`src/rtl/load_store_unit_if.sv`:
```
// Pipeline request/response channel plus the single-byte memory port of the
// load/store unit. The unit takes the slave view; the pipeline/memory side takes master.
interface load_store_unit_if;
  logic        req_valid;
  logic        req_ready;
  logic        req_we;
  logic [31:0] req_addr;
  logic [1:0]  req_size;
  logic        req_sign;
  logic [31:0] req_wdata;
  logic        resp_valid;
  logic [31:0] resp_rdata;
  logic        mem_en;
  logic        mem_we;
  logic [31:0] mem_addr;
  logic [7:0]  mem_wdata;
  logic [7:0]  mem_rdata;

  modport slave (
    input  req_valid, req_we, req_addr, req_size, req_sign, req_wdata, mem_rdata,
    output req_ready, resp_valid, resp_rdata, mem_en, mem_we, mem_addr, mem_wdata
  );

  modport master (
    output req_valid, req_we, req_addr, req_size, req_sign, req_wdata, mem_rdata,
    input  req_ready, resp_valid, resp_rdata, mem_en, mem_we, mem_addr, mem_wdata
  );
endinterface

```
`src/rtl/load_store_unit.sv`:
```
// Serialises 1..4 byte big-endian loads/stores onto a byte-wide memory port,
// one byte per cycle, then pulses a single-cycle completion response.
module load_store_unit (
  input  logic              clock,
  input  logic              reset_n,
  load_store_unit_if.slave  bus
);

  typedef enum logic [1:0] {IDLE, ACCESS, RESP} state_t;

  state_t      state, state_next;
  logic        we_q;
  logic        sign_q;
  logic [1:0]  size_q;
  logic [31:0] addr_q;
  logic [31:0] wdata_q;
  logic [1:0]  k;
  logic [31:0] acc;
  logic [31:0] acc_next;
  logic        last;

  assign last     = (k == size_q);
  assign acc_next = {acc[23:0], bus.mem_rdata};

  function automatic logic [7:0] pick_byte(input logic [31:0] w, input logic [1:0] idx);
    return w[8*idx +: 8];
  endfunction

  // Keeps the low 8N bits and fills above with the top data bit only for signed sub-word loads.
  function automatic logic [31:0] extend(input logic [31:0] v, input logic [1:0] size,
                                         input logic sign);
    case (size)
      2'd0:    return {{24{sign & v[7]}},  v[7:0]};
      2'd1:    return {{16{sign & v[15]}}, v[15:0]};
      2'd2:    return {{8{sign & v[23]}},  v[23:0]};
      default: return v;
    endcase
  endfunction

  always_ff @(posedge clock) begin
    if (!reset_n) state <= IDLE;
    else          state <= state_next;
  end

  // NOTE: every output of this block gets a default first so no latch is inferred.
  always_comb begin
    state_next     = state;
    bus.req_ready  = 1'b0;
    bus.resp_valid = 1'b0;
    case (state)
      IDLE: begin
        bus.req_ready = 1'b1;
        if (bus.req_valid) state_next = ACCESS;
      end
      ACCESS: if (last) state_next = RESP;
      RESP: begin
        bus.resp_valid = 1'b1;
        state_next     = IDLE;
      end
      default: state_next = IDLE;
    endcase
  end

  // Memory port signals are registered one cycle ahead, so they depend only on
  // flops and hold their last address/data once the access ends.
  // NOTE: sequential state uses non-blocking assignments so all flops update together.
  always_ff @(posedge clock) begin
    if (!reset_n) begin
      we_q           <= 1'b0;
      sign_q         <= 1'b0;
      size_q         <= 2'd0;
      addr_q         <= 32'd0;
      wdata_q        <= 32'd0;
      k              <= 2'd0;
      acc            <= 32'd0;
      bus.resp_rdata <= 32'd0;
      bus.mem_en     <= 1'b0;
      bus.mem_we     <= 1'b0;
      bus.mem_addr   <= 32'd0;
      bus.mem_wdata  <= 8'd0;
    end else begin
      case (state)
        IDLE: begin
          if (bus.req_valid) begin
            we_q          <= bus.req_we;
            sign_q        <= bus.req_sign;
            size_q        <= bus.req_size;
            addr_q        <= bus.req_addr;
            wdata_q       <= bus.req_wdata;
            k             <= 2'd0;
            acc           <= 32'd0;
            bus.mem_en    <= 1'b1;
            bus.mem_we    <= bus.req_we;
            bus.mem_addr  <= bus.req_addr;
            bus.mem_wdata <= pick_byte(bus.req_wdata, bus.req_size);
          end
        end
        ACCESS: begin
          acc <= acc_next;
          if (last) begin
            bus.mem_en     <= 1'b0;
            bus.mem_we     <= 1'b0;
            bus.resp_rdata <= we_q ? 32'd0 : extend(acc_next, size_q, sign_q);
          end else begin
            k             <= k + 2'd1;
            bus.mem_addr  <= addr_q + {30'd0, k + 2'd1};
            bus.mem_wdata <= pick_byte(wdata_q, size_q - k - 2'd1);
          end
        end
        default: ;
      endcase
    end
  end

endmodule

```
`src/flat_wrapper.sv`:
```
// flat-port wrapper written by rule: the top's interface ports become plain ports
module load_store_unit_flat 
  (clock, reset_n, bus_req_valid, bus_req_we, bus_req_addr, bus_req_size, bus_req_sign, bus_req_wdata, bus_mem_rdata, bus_req_ready, bus_resp_valid, bus_resp_rdata, bus_mem_en, bus_mem_we, bus_mem_addr, bus_mem_wdata);
  load_store_unit_if bus_i ();
  input  logic clock;
  input  logic reset_n;
  input wire logic [$bits(bus_i.req_valid)-1:0] bus_req_valid;
  input wire logic [$bits(bus_i.req_we)-1:0] bus_req_we;
  input wire logic [$bits(bus_i.req_addr)-1:0] bus_req_addr;
  input wire logic [$bits(bus_i.req_size)-1:0] bus_req_size;
  input wire logic [$bits(bus_i.req_sign)-1:0] bus_req_sign;
  input wire logic [$bits(bus_i.req_wdata)-1:0] bus_req_wdata;
  input wire logic [$bits(bus_i.mem_rdata)-1:0] bus_mem_rdata;
  output wire logic [$bits(bus_i.req_ready)-1:0] bus_req_ready;
  output wire logic [$bits(bus_i.resp_valid)-1:0] bus_resp_valid;
  output wire logic [$bits(bus_i.resp_rdata)-1:0] bus_resp_rdata;
  output wire logic [$bits(bus_i.mem_en)-1:0] bus_mem_en;
  output wire logic [$bits(bus_i.mem_we)-1:0] bus_mem_we;
  output wire logic [$bits(bus_i.mem_addr)-1:0] bus_mem_addr;
  output wire logic [$bits(bus_i.mem_wdata)-1:0] bus_mem_wdata;
  assign bus_i.req_valid = bus_req_valid;
  assign bus_i.req_we = bus_req_we;
  assign bus_i.req_addr = bus_req_addr;
  assign bus_i.req_size = bus_req_size;
  assign bus_i.req_sign = bus_req_sign;
  assign bus_i.req_wdata = bus_req_wdata;
  assign bus_i.mem_rdata = bus_mem_rdata;
  assign bus_req_ready = bus_i.req_ready;
  assign bus_resp_valid = bus_i.resp_valid;
  assign bus_resp_rdata = bus_i.resp_rdata;
  assign bus_mem_en = bus_i.mem_en;
  assign bus_mem_we = bus_i.mem_we;
  assign bus_mem_addr = bus_i.mem_addr;
  assign bus_mem_wdata = bus_i.mem_wdata;
  load_store_unit u_core (.clock(clock), .reset_n(reset_n), .bus(bus_i));
endmodule
```
`config.mk`:
```
export PLATFORM = sky130hd
export DESIGN_NAME = load_store_unit_flat
export DESIGN_NICKNAME = d
export VERILOG_FILES = /design/src/rtl/load_store_unit_if.sv /design/src/rtl/load_store_unit.sv /design/src/flat_wrapper.sv
export SDC_FILE = /design/constraint.sdc
export NUM_CORES = 1
export LEC_CHECK = 0
export CAP_MARGIN = 25
export CORE_MARGIN = 2
export CORE_UTILIZATION = 46
export DETAILED_ROUTE_END_ITERATION = 12
export PLACE_DENSITY = 0.84
export SYNTH_ARGS = -nofsm -noshare
export SYNTH_HDL_FRONTEND = slang
export SYNTH_SLANG_ARGS = --single-unit
```
`constraint.sdc`:
```
create_clock -name clock -period 2 [get_ports clock]
set_input_delay 0.6 -clock clock [delete_from_list [all_inputs] [get_ports clock]]
set_output_delay 0.6 -clock clock [all_outputs]
set_load 0.1 [all_outputs]
```
==> flow_summary.toml <==
[clock_tree]
htreeDepth = 4
root_buffer = "clkbuf_16"
cts_tree = "yes"
clk_latency_ns = 0.43
clock-sinks = 170
clk_pin_slew_ns = 0.06
cts_made_buffers = 17
cts_max_path_buffers = 2

[synth]
async_flop_share = 0
ys_warn_count = 0
ys_ff_latch = 170
synth_edf_count = 0
syn_inst = 912
ys.flop_type = "dfxtp_1"
syn-cell-area_mm2 = 0.00749
synth.net_count = 995
syn_area_per_cell_um2 = 8.22
synthDistinctLibCells = 51
seq_area_frac_synth = 0.454

[global_route]
antenna_found_initial = 0
grt_usage = 0.261
first_global_vias = 7415
grt_max_degree = 49
overflow = 0
grt_pass1_wl_um = 37000

[sta]
max-slew-margin-rel = 0.683
fin_skew_ns = 0.00837
tns_ns = -1.83
setup_slack_ns = -0.180
slew_violations = 0
fin_crit_ns = 2.18
hold_viol_final = 0
rsz0062_at_grt = "true"
max_freq_mhz = 459
worstMarginPinSlew_ns = 0.474
min_period_over_period = 1.09
setup_viol = 21

[worst_setup_path]
crit_fanout = 7
start_kind = "register"
worstPathRequired_ns = 2.32
cp.arrival_ns = 2.50
critPathCaptureType = "register"
worst-setup-path-type = "register to register"

[layout]
final_common_cell = "nand2_1"
antennaDiodeCount = 0
finalNetCount = 1182
fin_cells = 1327
drive_gt1_frac = 0.239
layout_common_cells = "nand2_1 (205), dfxtp_1 (166), a21oi_1 (155)"
multi_input_area_mm2 = 0.00411
num-fill-cells = 1066
register_area_mm2 = 0.00341
synthToLayoutAreaGrowth_pct = 53.7

[power]
p_per_area_mw_per_mm2 = 888
ir_drop_mv = 0.669
p_leak_nw = 4.30
power.total_w = 0.0102

[place]
gp_congestion = 0.924
dp.cells = 1282
dp_slack_ns = -0.383
portBuffers = 154
post-dp-hpwl_um = 15500

[floorplan]
core_mm2 = 0.0159
num_rows = 46
start_util = 0.472
io_pins = 155
fp.dieArea_mm2 = 0.0173
die_h_um = 132
die_w_um = 132

[job]
maxCapViolations = 0

[run_status]
status = "complete, but fails checks"
violations = "setup timing"

[detailed_routing]
vias = 7848
wire_per_inst_um = 18.2
drc = 0
finalWirelength_um = 24200
drt_iter0_drc = 774
ant_nets = 0
vias_per_cell = 5.91
firstDrtPassIters = 6

[worst_hold_path]
min_path_type = "register to register"
synth_stat cells (2+ instances only):
master | count | area, um2
nand3_1 | 45 | 225
mux4_2 | 16 | 360
nor3_1 | 7 | 35.0
a311oi_1 | 2 | 17.5
o22ai_1 | 15 | 93.8
and4_1 | 6 | 52.6
ha_1 | 3 | 37.5
dfxtp_1 | 170 | 3400
and3_1 | 5 | 31.3
buf_1 | 9 | 33.8
a21boi_0 | 14 | 105
a221oi_1 | 2 | 17.5
a211oi_1 | 10 | 75.1
nor4_1 | 8 | 50.1
mux2i_1 | 5 | 50.1
nor3b_1 | 12 | 90.1
a31oi_1 | 4 | 25.0
nor2b_1 | 2 | 12.5
clkbuf_1 | 51 | 191
nand2_1 | 207 | 777
nand4_1 | 6 | 37.5
a21oi_1 | 156 | 781
o311ai_0 | 2 | 17.5
o21ai_0 | 32 | 160
xor2_1 | 11 | 96.3
buf_2 | 15 | 75.1
and2_1 | 2 | 12.5
inv_1 | 7 | 26.3
xnor2_1 | 16 | 140
or3_1 | 12 | 75.1
o211ai_1 | 5 | 37.5
a31o_2 | 2 | 17.5
a311o_1 | 2 | 20.0
o221ai_1 | 2 | 17.5
nor2_1 | 33 | 124
timing repair:
action / in CTS / in global routing
pin swaps: 19 / 36
buffers inserted: 2 / 11
setup endpoints to repair: 56 / 42
hold buffers: 0 / 0
gates cloned: 0 / 1
gates resized for setup: 34 / 37
where the power goes:
part / total, W / switching [W] / internal [W]
logic: 0.00312 / 0.00188 / 0.00123
clock network: 0.00318 / 0.00137 / 0.00181
registers: 0.00393 / 0.000287 / 0.00364
through the flow:
stage	utilization	hold WS [ns]	instance area, um2
after floorplan	-	0.433	7510
after global placement	0.662	0.439	10500
after detailed placement	0.662	0.447	10500
after CTS	0.708	0.456	11200
after global routing	0.725	0.477	11500
final	0.725	0.454	11500
critical path, cell delays in order, from the launching register on:
cell     delay (ns)
dfxtp_4        0.37
xor2_4         0.19
ha_1           0.27
a21o_1         0.20
nand4_1        0.19
buf_6          0.20
nor2_1         0.08
a311o_1        0.35
a32o_1         0.21
state kept, by name (all words and copies together), names as in the netlist:
signal	count
u_core.addr_q	32
u_core.bus.mem_addr	32
u_core.bus.resp_rdata	32
u_core.wdata_q	32
u_core.acc	24
u_core.bus.mem_wdata	8
u_core.k	2
u_core.size_q	2
u_core.state	2
u_core.bus.mem_en	1
u_core.bus.mem_we	1
u_core.sign_q	1
u_core.we_q	1
area by class of cell:
type                            instances  share of cell area
Clock inverter                         10             0.00804
Multi-Input combinational cell        660               0.357
Tap cell                              216              0.0235
Clock buffer                           21              0.0408
Sequential cell                       170               0.296
Inverter                                7             0.00250
Timing Repair Buffer                  243               0.273
cell families (layout without fill, tap and decap cells):
| group | count (synthesis) | after routing | synth area share |
|---|---|---|---|
| and+or+nand+nor | 351 | 351 | 0.209 |
| muxes | 21 | 21 | 0.0548 |
| DFF | 170 | 170 | 0.454 |
| AOI/OAI and AO/OA | 255 | 255 | 0.193 |
| xor gates and xnor gates | 29 | 29 | 0.0374 |
| buffers and inverters | 82 | 281 | 0.0436 |
| adders and majority gates | 4 | 4 | 0.00768 |
worst paths after layout:
check                     startpoint                 endpoint  slack, ns  cells past startpoint
hold / removal    u_core.wdata_q[23]       u_core.wdata_q[23]       0.45                      2
setup / recovery         u_core.k[0]  u_core.bus.mem_addr[15]      -0.18                      8
setup reg to reg         u_core.k[0]  u_core.bus.mem_addr[15]      -0.18                      8
hold reg to reg   u_core.wdata_q[23]       u_core.wdata_q[23]       0.45                      2
routing by layer:
layer  wire length (um)  up-vias  track usage
li1                   -     3573            -
met1               9460     3687        0.326
met2              11700      492        0.437
met3               2150       96       0.0667
met4                860        0       0.0924
met5                  0        -            0
Note: power is estimated with default switching activity, not from simulation.
